<file path="config.mk">
export PLATFORM = sky130hd
export DESIGN_NAME = fcs_check
export DESIGN_NICKNAME = d
export VERILOG_FILES = /design/src/rtl/fcs_check.sv
export SDC_FILE = /design/constraint.sdc
export NUM_CORES = 1
export LEC_CHECK = 0
export BUFFER_PORTS_ARGS = -buffer_cell sky130_fd_sc_hd__buf_2
export CAP_MARGIN = 40
export CORE_ASPECT_RATIO = 1.75
export CORE_MARGIN = 3
export CORE_UTILIZATION = 35
export CTS_CLUSTER_DIAMETER = 30
export DETAILED_ROUTE_END_ITERATION = 10
export SLEW_MARGIN = 20
export SYNTH_ARGS = -nofsm -noshare
export SYNTH_HDL_FRONTEND = slang
export SYNTH_SLANG_ARGS = --single-unit
</file>
<file path="constraint.sdc">
create_clock -name clk -period 2.8 [get_ports clk]
set_clock_uncertainty 0.1 [all_clocks]
set_input_delay 0.14 -clock clk [delete_from_list [all_inputs] [get_ports clk]]
set_output_delay 0.14 -clock clk [all_outputs]
set_load 0.005 [all_outputs]
</file>
<file path="src/rtl/fcs_check.sv">
// -----------------------------------------------------------------------------
// fcs_check
//   CRC-32 frame check sequence verifier for the Ethernet receive path. Taps
//   the dibit stream leaving the ether stage, in on-wire LSb-first order, and
//   issues a one-cycle verdict (good or kill) one cycle after each frame ends.
//
//   Stream handshake: there is no ready. A dibit is transferred on every
//   rising clk edge where axiiv=1. A frame is a maximal run of axiiv=1 cycles,
//   and the block accepts a dibit every cycle without stalling.
//
// Parameters
//   MIN_BYTES  frames shorter than this many bytes (FCS included) are killed;
//              0 disables the length check
//   CNT_W      width of the saturating good/bad frame counters
//
// Ports
//   clk          system clock, rising edge
//   rst          asynchronous reset, active low
//   axiiv        dibit valid, high for the whole frame including the FCS
//   axiid[1:0]   dibit; axiid[0] is the earlier bit on the wire
//   done         one-cycle pulse when a frame has been judged
//   kill         frame bad; only ever high together with done
//   good_count   frames judged good, saturating
//   bad_count    frames judged bad, saturating
//   dbg_state_o  current FSM state (0 = IDLE, 1 = RUN)
// -----------------------------------------------------------------------------
module fcs_check #(
   parameter int MIN_BYTES = 0,
   parameter int CNT_W     = 16
) (
   input  logic             clk,
   input  logic             rst,
   input  logic             axiiv,
   input  logic [1:0]       axiid,
   output logic             done,
   output logic             kill,
   output logic [CNT_W-1:0] good_count,
   output logic [CNT_W-1:0] bad_count,
   output logic             dbg_state_o
);

   localparam logic [31:0] CRC_POLY    = 32'hEDB8_8320;
   localparam logic [31:0] CRC_INIT    = 32'hFFFF_FFFF;
   localparam logic [31:0] CRC_RESIDUE = 32'hDEBB_20E3;

   // The dibit counter must reach the longest frame we care about without
   // wrapping, so it is sized from the larger of MIN_BYTES and a max frame.
   localparam int MAX_BYTES = (MIN_BYTES > 1518) ? MIN_BYTES : 1518;
   localparam int DW        = $clog2(4 * MAX_BYTES + 1);

   localparam logic [DW-1:0]    MIN_DIBITS = DW'(4 * MIN_BYTES);
   localparam logic [DW-1:0]    DIB_ONE    = DW'(1);
   localparam logic [CNT_W-1:0] CNT_ONE    = CNT_W'(1);

   typedef enum logic {IDLE = 1'b0, RUN = 1'b1} state_e;

   state_e           state_q, state_d;
   logic [31:0]      crc_q, crc_d;
   logic [DW-1:0]    cnt_q, cnt_d;
   logic             done_q, done_d;
   logic             kill_q, kill_d;
   logic [CNT_W-1:0] good_q, good_d;
   logic [CNT_W-1:0] bad_q, bad_d;
   logic             frame_bad;

   // Reflected CRC-32 advanced by two bits, axiid[0] first.
   function automatic logic [31:0] crc_dibit(input logic [31:0] c,
                                             input logic [1:0]  d);
      logic [31:0] r;
      r = c;
      for (int i = 0; i < 2; i++) begin
         r = (r >> 1) ^ (((r[0] ^ d[i]) == 1'b1) ? CRC_POLY : 32'h0);
      end
      return r;
   endfunction

   // count/4 < MIN_BYTES is evaluated as count < 4*MIN_BYTES.
   always_comb begin
      frame_bad = (crc_q != CRC_RESIDUE) || (cnt_q[1:0] != 2'b00);
      if ((MIN_BYTES > 0) && (cnt_q < MIN_DIBITS)) begin
         frame_bad = 1'b1;
      end
   end

   always_comb begin
      state_d = state_q;
      crc_d   = crc_q;
      cnt_d   = cnt_q;
      done_d  = 1'b0;
      kill_d  = 1'b0;
      good_d  = good_q;
      bad_d   = bad_q;
      case (state_q)
         IDLE: begin
            // Always restart from init, so a frame starting on the done
            // cycle of its predecessor is unaffected by it.
            if (axiiv) begin
               crc_d   = crc_dibit(CRC_INIT, axiid);
               cnt_d   = DIB_ONE;
               state_d = RUN;
            end
         end
         RUN: begin
            if (axiiv) begin
               crc_d = crc_dibit(crc_q, axiid);
               if (!(&cnt_q)) begin
                  cnt_d = cnt_q + DIB_ONE;
               end
            end else begin
               state_d = IDLE;
               done_d  = 1'b1;
               kill_d  = frame_bad;
               if (frame_bad) begin
                  if (!(&bad_q)) bad_d = bad_q + CNT_ONE;
               end else begin
                  if (!(&good_q)) good_d = good_q + CNT_ONE;
               end
            end
         end
         default: state_d = IDLE;
      endcase
   end

   always_ff @(posedge clk or negedge rst) begin
      if (!rst) begin
         state_q <= IDLE;
         crc_q   <= CRC_INIT;
         cnt_q   <= '0;
         done_q  <= 1'b0;
         kill_q  <= 1'b0;
         good_q  <= '0;
         bad_q   <= '0;
      end else begin
         state_q <= state_d;
         crc_q   <= crc_d;
         cnt_q   <= cnt_d;
         done_q  <= done_d;
         kill_q  <= kill_d;
         good_q  <= good_d;
         bad_q   <= bad_d;
      end
   end

   assign done        = done_q;
   assign kill        = kill_q & done_q;
   assign good_count  = good_q;
   assign bad_count   = bad_q;
   assign dbg_state_o = state_q;

endmodule
</file>
==> results.toml, run 1 <==
[synthesis]
synth_top_area_share_pct = 27.71
synth_nets = 454
synth_seq_cells = 80
avgSynthCellArea_um2 = 9.742
syn_inst = 445
yosysMostFrequentCell = "nor2_1"
ys_types = 51
synth_flop_cell = "dfrtp_1"
synth.area.top_cells = "dfrtp_1 28%, dfstp_2 19%, xnor2_1 11%, nor2_1 5.2%, o21ai_0 3.0%"
ys_async_sr_fraction_pct = 100.0
synth_enable_flop_cells = 0
netlist_area_um2 = 4335
yosys-top-cells-count = "60 x nor2_1, 53 x xnor2_1, 48 x dfrtp_1"
yosys_warnings = 0
yosysSeqAreaShare_pct = 47.10
yosysTopAreaCell = "dfrtp_1"

[grt]
gr-total-overflow = 0
antenna_found_initial = 0
grt_max_degree = 72
grt_pass1_wl_um = 17170
grt_pass1_vias = 3336
grt_use_total_pct = 15.46

[power_and_ir_drop]
power_density_nw_per_um2 = 657.2
power.total_mw = 3.306
peakVddDrop_mv = 0.2650
leakagePower_nw = 2.105

[cells_and_area]
drive_above_1_share_pct = 25.26
regArea_um2 = 2042
final_nets = 491
nFillCells = 1234
syn_to_final_growth_pct = 16.05
n_antenna_cell = 0
multi_input_area_um2 = 2123

[clock_network]
cts_made_buffers = 9
clkTransAtPathRegs_ns = 0.06
tritoncts = "yes"
clk_root_buffer_cell = "clkbuf_16"
cts_sinks = 80
htree_levels = 3
clock_path_buffers = 2
worstSkewPairLatency_ns = 0.34

[timing]
relSlewSlack_pct = 55.49
fmax_ghz = 0.4192
tightest_slew_ns = 0.6677
finalCriticalPeriod_ns = 2.385
final_max_slew_viol_count = 0
hold_viol_final = 0
rsz0062_at_grt = "no"
fin_setup_tns_ns = 0
setup_viol_count_final = 0
final.period_utilization_pct = 85.19

[routing]
drtAntennaViolNets = 0
viasPerCell = 5.038
drcViolationCount = 0
wl_per_cell_um = 15.55
firstDrtPassIters = 4
dr.first_iter.drc_count = 185
vias = 3285
wl_um = 10140

[placed_design]
routabilityCongestion = 0.8529
hpwl_um = 7378
io_buffers = 39

[run]
maxCapViolCount = 0

[die]
num_rows = 53
core_region_area_um2 = 12070
chipHeight_um = 153.2
pin_count = 40
die_area_um2 = 13810
die_w_um = 90.13
start_util_pct = 35.92

[worst_setup_path]
critPathCaptureType = "flip-flop"
criticalPathCategory = "reg -> reg"
crit_arrival_ns = 2.50
start_kind = "flip-flop"
critPathMaxFanout = 12
cp.required_ns = 2.92

[min_path]
hp-class = "in -> reg"

[status]
status = "complete, no violations"
cells in the final DEF, fill, tap and decap left out, types with 4 or more instances in the layout:
cell,count
nor2_1,60
xnor2_1,53
dfrtp_1,48
buf_2,38
nand2_1,32
dfstp_2,32
o21ai_0,26
a21oi_1,25
nand4_1,17
inv_1,16
nand3_1,12
xor2_1,11
nor3_1,9
clkbuf_16,9
nand3_2,8
buf_4,8
and3_1,7
nand4b_1,5
mux2i_1,5
a31oi_1,4
nor2b_1,4
ha_1,4
area by class of cell:
| cell class | count | area share (%) |
|---|---|---|
| Clock inverter | 5 | 1.094 |
| Clock buffer | 11 | 5.024 |
| Sequential cell | 80 | 40.59 |
| Tap cell | 165 | 4.103 |
| Timing Repair Buffer | 48 | 5.720 |
| Inverter | 17 | 1.268 |
| Multi-Input combinational cell | 326 | 42.20 |
timing repair:
| action | CTS | global route |
|---|---|---|
| hold endpoints to repair | 67 | 0 |
| resized for setup | 0 | 0 |
| buffers inserted | 0 | 0 |
| hold buffers | 1 | 0 |
routing by layer:
layer | vias to the layer above | global-route usage (%) | part of all wire [%]
met5 | - | 0 | 0
met4 | 0 | 7.085 | 2.7
met3 | 20 | 3.447 | 2.9
met2 | 53 | 28.21 | 55
met1 | 1608 | 16.83 | 39
li1 | 1604 | - | -
registers in the layout (all words and copies together) (netlist names):
name         count
done             1
bad_count       16
dbg_state_o      1
crc_q           32
good_count      16
kill_q           1
cnt_q           13
critical path, stage by stage (launching register included):
cell and delay [ns]:
dfstp_2 0.53, or4b_1 0.44, nor4_1 0.22, and4_1 0.49, nand2_1 0.16, mux2_1 0.33
power by group:
group	switching [mW]	internal, mW	leakage [nW]
registers	0.192	1.36	0.981
clock network	0.468	0.736	0.148
logic	0.292	0.254	0.977
total	0.952	2.35	2.11
stage by stage:
stage          instances  hold WS, ns  setup WS (ns)  utilization [%]  cell area, um2
2_1_floorplan        445      -0.2556         0.6843                -            4335
3_3_place_gp         634       0.2713         0.5256            38.82            4686
3_5_place_dp         635     -0.02091         0.4474            39.05            4713
4_1_cts              652       0.1210         0.4253            41.69            5031
5_1_grt              652       0.1423         0.3124            41.69            5031
6_report             652       0.1320         0.4147            41.69            5031
final timing paths:
kind                            cells after the start                  startpoint                    endpoint  slack [ns]
worst max-delay path                                5        crc_q[0]$_DFFE_PN1P_   good_count[1]$_DFFE_PN0P_        0.41
worst min-delay path                                3                       axiiv            kill_q$_DFF_PN0_        0.13
worst max register to register                      5        crc_q[0]$_DFFE_PN1P_   good_count[1]$_DFFE_PN0P_        0.41
worst min register to register                      1  good_count[10]$_DFFE_PN0P_  good_count[10]$_DFFE_PN0P_        0.39
max in group asynchronous                           3                         rst        crc_q[3]$_DFFE_PN1P_        1.80
min in group asynchronous                           2                         rst  good_count[11]$_DFFE_PN0P_        0.16
kinds of logic (layout without fill, tap and decap cells):
family                     count (synthesis)  in the layout  share of synthesized area, %
DFF                                       80             80                         47.10
AOI/OAI and AO/OA                         64             64                         8.398
buffers and inverters                     39             81                         3.925
and+or+nand+nor                          183            183                         23.67
xor gates and xnor gates                  65             65                         13.30
muxes                                     10             10                         2.453
adders and majority gates                  4              4                         1.154
Note: power is estimated with default switching activity, not from simulation.
==> run 2, diff against run 1 <==
Settings changed: CORE_ASPECT_RATIO 1.75 to default, SETUP_SLACK_MARGIN from default to 0.02.
==> results.toml, run 2 (synthesis gave the netlist of run 1 again) <==
[grt]
grt_pass1_wl_um = 16130
grt_use_total_pct = 14.91
gr-total-overflow = 0
grt_max_degree = 72
grt_pass1_vias = 3219
antenna_found_initial = 0

[timing]
finalCriticalPeriod_ns = 2.199
final.period_utilization_pct = 78.55
relSlewSlack_pct = 55.77
tightest_slew_ns = 0.6635
hold_viol_final = 0
rsz0062_at_grt = "no"
fmax_ghz = 0.4547
final_max_slew_viol_count = 0
fin_setup_tns_ns = 0
setup_viol_count_final = 0

[die]
num_rows = 40
chipHeight_um = 117.3
core_region_area_um2 = 12060
die_w_um = 117.3
pin_count = 40
start_util_pct = 35.94
die_area_um2 = 13760

[worst_setup_path]
cp-startpoint = "crc_q[0]$_DFFE_PN1P_"
r2r_slack_ns = 0.60
r2r-end = "good_count[4]$_DFFE_PN0P_"
setup.worst_path.end = "good_count[4]$_DFFE_PN0P_"
timing.rr.start = "crc_q[0]$_DFFE_PN1P_"
cp.required_ns = 2.92
crit_arrival_ns = 2.32
critPathMaxFanout = 9
start_kind = "flip-flop"
criticalPathCategory = "reg -> reg"
critPathCaptureType = "flip-flop"
worstRegToRegCells = 6

[routing]
viasPerCell = 5.087
drcViolationCount = 0
wl_per_cell_um = 14.69
drtAntennaViolNets = 0
firstDrtPassIters = 4
dr.first_iter.drc_count = 269
wl_um = 9637
vias = 3337

[clock_network]
worstSkewPairLatency_ns = 0.33
tritoncts = "yes"
cts_made_buffers = 9
htree_levels = 3
clkTransAtPathRegs_ns = 0.06
clock_path_buffers = 2
clk_root_buffer_cell = "clkbuf_16"
cts_sinks = 80
cts_resized = 0

[power_and_ir_drop]
power_density_nw_per_um2 = 645.8
leakagePower_nw = 2.104
peakVddDrop_mv = 0.2786
power.total_mw = 3.240

[cells_and_area]
final_area_um2 = 5017
layout_commonest_cell = "nor2_1"
mostFrequentLayoutCells = "60 x nor2_1, 53 x xnor2_1, 48 x dfrtp_1, 38 x buf_2"
final_nets = 492
drive_above_1_share_pct = 24.80
largest_reg_flops = 32
largest_register = "crc_q"
n_antenna_cell = 0
syn_to_final_growth_pct = 15.73

[placed_design]
routabilityCongestion = 0.8668
hpwl_um = 6575
placed_area_um2 = 4717
io_buffers = 39

[min_path]
hp-class = "in -> reg"

[run]
maxCapViolCount = 0

[status]
status = "complete, no violations"
[run 2: changes by cell type in the layout (fill, tap and decap cells not counted)]
cell / delta
clkbuf_8: -1
clkbuf_1: +2
clkinvlp_4: -2
buf_4: +1
buf_12: +1
buf_16: -1
clkinv_1: +1
[run 2: cell type report]
cell class,count,area [um2]
clock buffer,12,246.5
multi-input combinational,326,2123
clock inverter,4,43.79
fill,1164,7044
sequential,80,2042
inverter,17,63.81
tap,168,210.2
timing repair buffer,49,287.8
[run 2: timing repair]
item / 4_1_cts / 5_1_grt
endpoints found under the hold margin: 25 / 0
hold buffers: 1 / 0
setup buffers: 0 / 0
[run 2: metrics by stage]
stage	cells	worst slack [ns]	hold WS, ns	utilization, %
4_1_cts	656	0.5881	0.1061	41.60
2_1_floorplan	445	0.6843	-0.2556	-
5_1_grt	656	0.4383	0.1417	41.60
3_3_place_gp	638	0.6840	0.2735	38.94
6_report	656	0.6006	0.09797	41.60
3_5_place_dp	639	0.6076	0.07833	39.11
[run 2: worst max-delay path, cell delays in order (launching register included)]
cell and delay [ns]:
dfstp_2 0.53, or4b_1 0.44, nor4_1 0.24, and4_1 0.31, buf_4 0.19, nand4_1 0.12, xnor2_1 0.15
[run 2: worst min-delay path by stage]
stage | from | to | slack [ns] | depth (start not counted)
finish | axiiv | kill_q$_DFF_PN0_ | 0.1 | 3
detailed placement | rst | good_count[10]$_DFFE_PN0P_ | 0.08 | 1
global placement | rst | good_count[8]$_DFFE_PN0P_ | 0.27 | 1
CTS | axiiv | kill_q$_DFF_PN0_ | 0.11 | 3
global route | axiiv | kill_q$_DFF_PN0_ | 0.14 | 3
floorplan | rst | bad_count[0]$_DFFE_PN0P_ | -0.26 | 0
[run 2: power by group]
part / total, mW / internal, mW / switching (mW)
clock: 1.15 / 0.709 / 0.440
sequential: 1.55 / 1.36 / 0.187
combinational: 0.539 / 0.252 / 0.287
total: 3.24 / 2.33 / 0.914
[run 2: metal layers]
layer | up-vias | wire length [um] | GRT usage, %
li1 | 1608 | - | -
met1 | 1630 | 4643 | 19.87
met2 | 83 | 4514 | 24.25
met3 | 16 | 331 | 2.314
met4 | 0 | 148 | 6.040
met5 | - | 0 | 0
==> run 3, diff against run 2 <==
Clock period 2.8 ns to 2 ns, I/O delays scaled along.
==> results.toml, run 3 (synthesis gave the netlist of run 1 again) <==
[clock_network]
clock_path_buffers = 2
worstSkewPairLatency_ns = 0.34
cts_sinks = 80
htree_levels = 3
clk_root_buffer_cell = "clkbuf_16"
tritoncts = "yes"
cts_made_buffers = 9
clkTransAtPathRegs_ns = 0.06

[routing]
drcViolationCount = 0
firstDrtPassIters = 4
wl_per_cell_um = 14.29
drtAntennaViolNets = 0
wl_um = 9975
dr.first_iter.drc_count = 267
vias = 3424
viasPerCell = 4.905

[status]
status = "finished, violations left"
violations = "setup timing"

[timing]
setup_viol_count_final = 24
final_max_slew_viol_count = 0
fmax_ghz = 0.4647
final.period_utilization_pct = 107.6
relSlewSlack_pct = 55.10
hold_viol_final = 0
rsz0062_at_grt = "yes"
worst_slack_ns = -0.1518
holdWs_ns = 0.06728
tightest_slew_ns = 0.6735
finalCriticalPeriod_ns = 2.152

[grt]
grt_pass1_vias = 3415
antenna_found_initial = 0
grt_util_met1_pct = 20.27
busiest_layer = "met2"
met3_usage_pct = 2.468
grt_pass1_wl_um = 16610
gr-usage-met2_pct = 24.74
grt_max_degree = 72
gr-total-overflow = 0
grt_use_total_pct = 15.17

[cells_and_area]
largest_register = "crc_q"
n_antenna_cell = 0
nFillCells = 1105
layout_commonest_cell = "nor2_1"
final_cell_count_no_fill = 698
fin_util_pct = 46.30
mostFrequentLayoutCells = "58 x nor2_1, 51 x xnor2_1, 48 x dfrtp_1, 41 x buf_4, 39 x buf_2"
largest_reg_flops = 32
final_nets = 534
drive_above_1_share_pct = 36.42
syn_to_final_growth_pct = 28.80

[placed_design]
io_buffers = 39
placed_cells = 673
place_ws_ns = -0.1630
hpwl_um = 6748
routabilityCongestion = 0.8179

[power_and_ir_drop]
seqPwrFrac_pct = 43.5
leakagePower_nw = 2.391
internal_power_mw = 3.470
power_density_nw_per_um2 = 865.0
pwr-share-comb_pct = 21.7
peakVddDrop_mv = 0.4492
swShare_pct = 28.16
p_sw_mw = 1.360
p_clk_share_pct = 34.8

[die]
core_region_area_um2 = 12060
pin_count = 40
num_rows = 40
start_util_pct = 35.94
chipHeight_um = 117.3
die_w_um = 117.3
die_area_um2 = 13760

[worst_setup_path]
criticalPathCategory = "reg -> reg"
start_kind = "flip-flop"
crit_arrival_ns = 2.31
cp_cell_sequence = "inv_1 > ha_1 > nand4b_1 > nor4b_1 > o2111ai_4 > nor2_2 > xor2_1"
worst-path-buf-inv = 1
critPathMaxFanout = 5
critPathCaptureType = "flip-flop"
cp.required_ns = 2.16
max_stage_delay_ns = 0.55
critPathTopFamily = "simple AND/OR/NAND/NOR gates"
cp_slowest_cell = "nor4b_1"

[run]
maxCapViolCount = 0

[min_path]
hp-class = "in -> reg"
run 3: cell count changes in the layout (fill, tap and decap cells not counted), sizes merged:
| cell | delta |
|---|---|
| buf | +41 |
| clkbuf | +1 |
run 3: stage by stage:
stage	power (mW)	TNS, ns	cell area [um2]
after floorplan	2.677	-0.1084	4353
after global placement	3.070	-1.064	4990
after detailed placement	3.098	-2.135	4990
after CTS	4.822	-0.9740	5401
after global routing	5.112	-4.105	5584
final	4.830	-1.163	5584
run 3: path summary, 6_finish.rpt:
check	end	from	cells past startpoint	slack, ns
worst max-delay path	good_count[13]$_DFFE_PN0P_	cnt_q[1]$_DFFE_PN0P_	7	-0.15
min in group asynchronous	good_count[12]$_DFFE_PN0P_	rst	2	0.14
worst max register to register	good_count[13]$_DFFE_PN0P_	cnt_q[1]$_DFFE_PN0P_	7	-0.15
worst min-delay path	kill_q$_DFF_PN0_	axiiv	3	0.07
worst min register to register	good_count[10]$_DFFE_PN0P_	good_count[10]$_DFFE_PN0P_	1	0.39
max in group asynchronous	crc_q[21]$_DFFE_PN1P_	rst	3	1.01
run 3: repair_timing:
action	CTS	global route
hold endpoints to repair	48	0
setup endpoints to repair	39	35
hold buffers	1	0
setup buffers	1	5
resized for setup	17	33
gates cloned	0	2
pin swaps	9	7
run 3: worst register-to-register path: cells and delay by family (launching register included):
family	cells	cell delay [ns]
buffers and inverters	1	0.09
XOR/XNOR	1	0.15
AO/OA/AOI/OAI	1	0.26
flip-flops	1	0.42
adder cells (fa/ha/maj)	1	0.15
AND/OR/NAND/NOR	3	0.89
run 3: power by group through the flow:
stage          combinational, mW  sequential (mW)  clock, mW
2_1_floorplan              0.556             2.12          0
3_3_place_gp               0.959             2.11          0
3_5_place_dp               0.978             2.12          0
4_1_cts                    0.998             2.10       1.73
5_1_grt                     1.17             2.14       1.80
6_report                    1.05             2.10       1.68
run 3: final cells by class:
class / count / area (um2) / share of cell area (%)
clock inverters: 4 / 52.55 / 0.9411
inverters: 17 / 63.81 / 1.143
flip-flops and latches: 80 / 2042 / 36.57
clock buffers: 12 / 256.5 / 4.593
multi-input cells: 326 / 2295 / 41.09
well taps: 168 / 210.2 / 3.764
repair buffers: 91 / 664.4 / 11.90
run 3: routing by layer:
layer	vias to the layer above	wire [um]
met1	1652	4663
met2	60	4839
li1	1700	-
met5	-	0
met4	0	131
met3	12	340
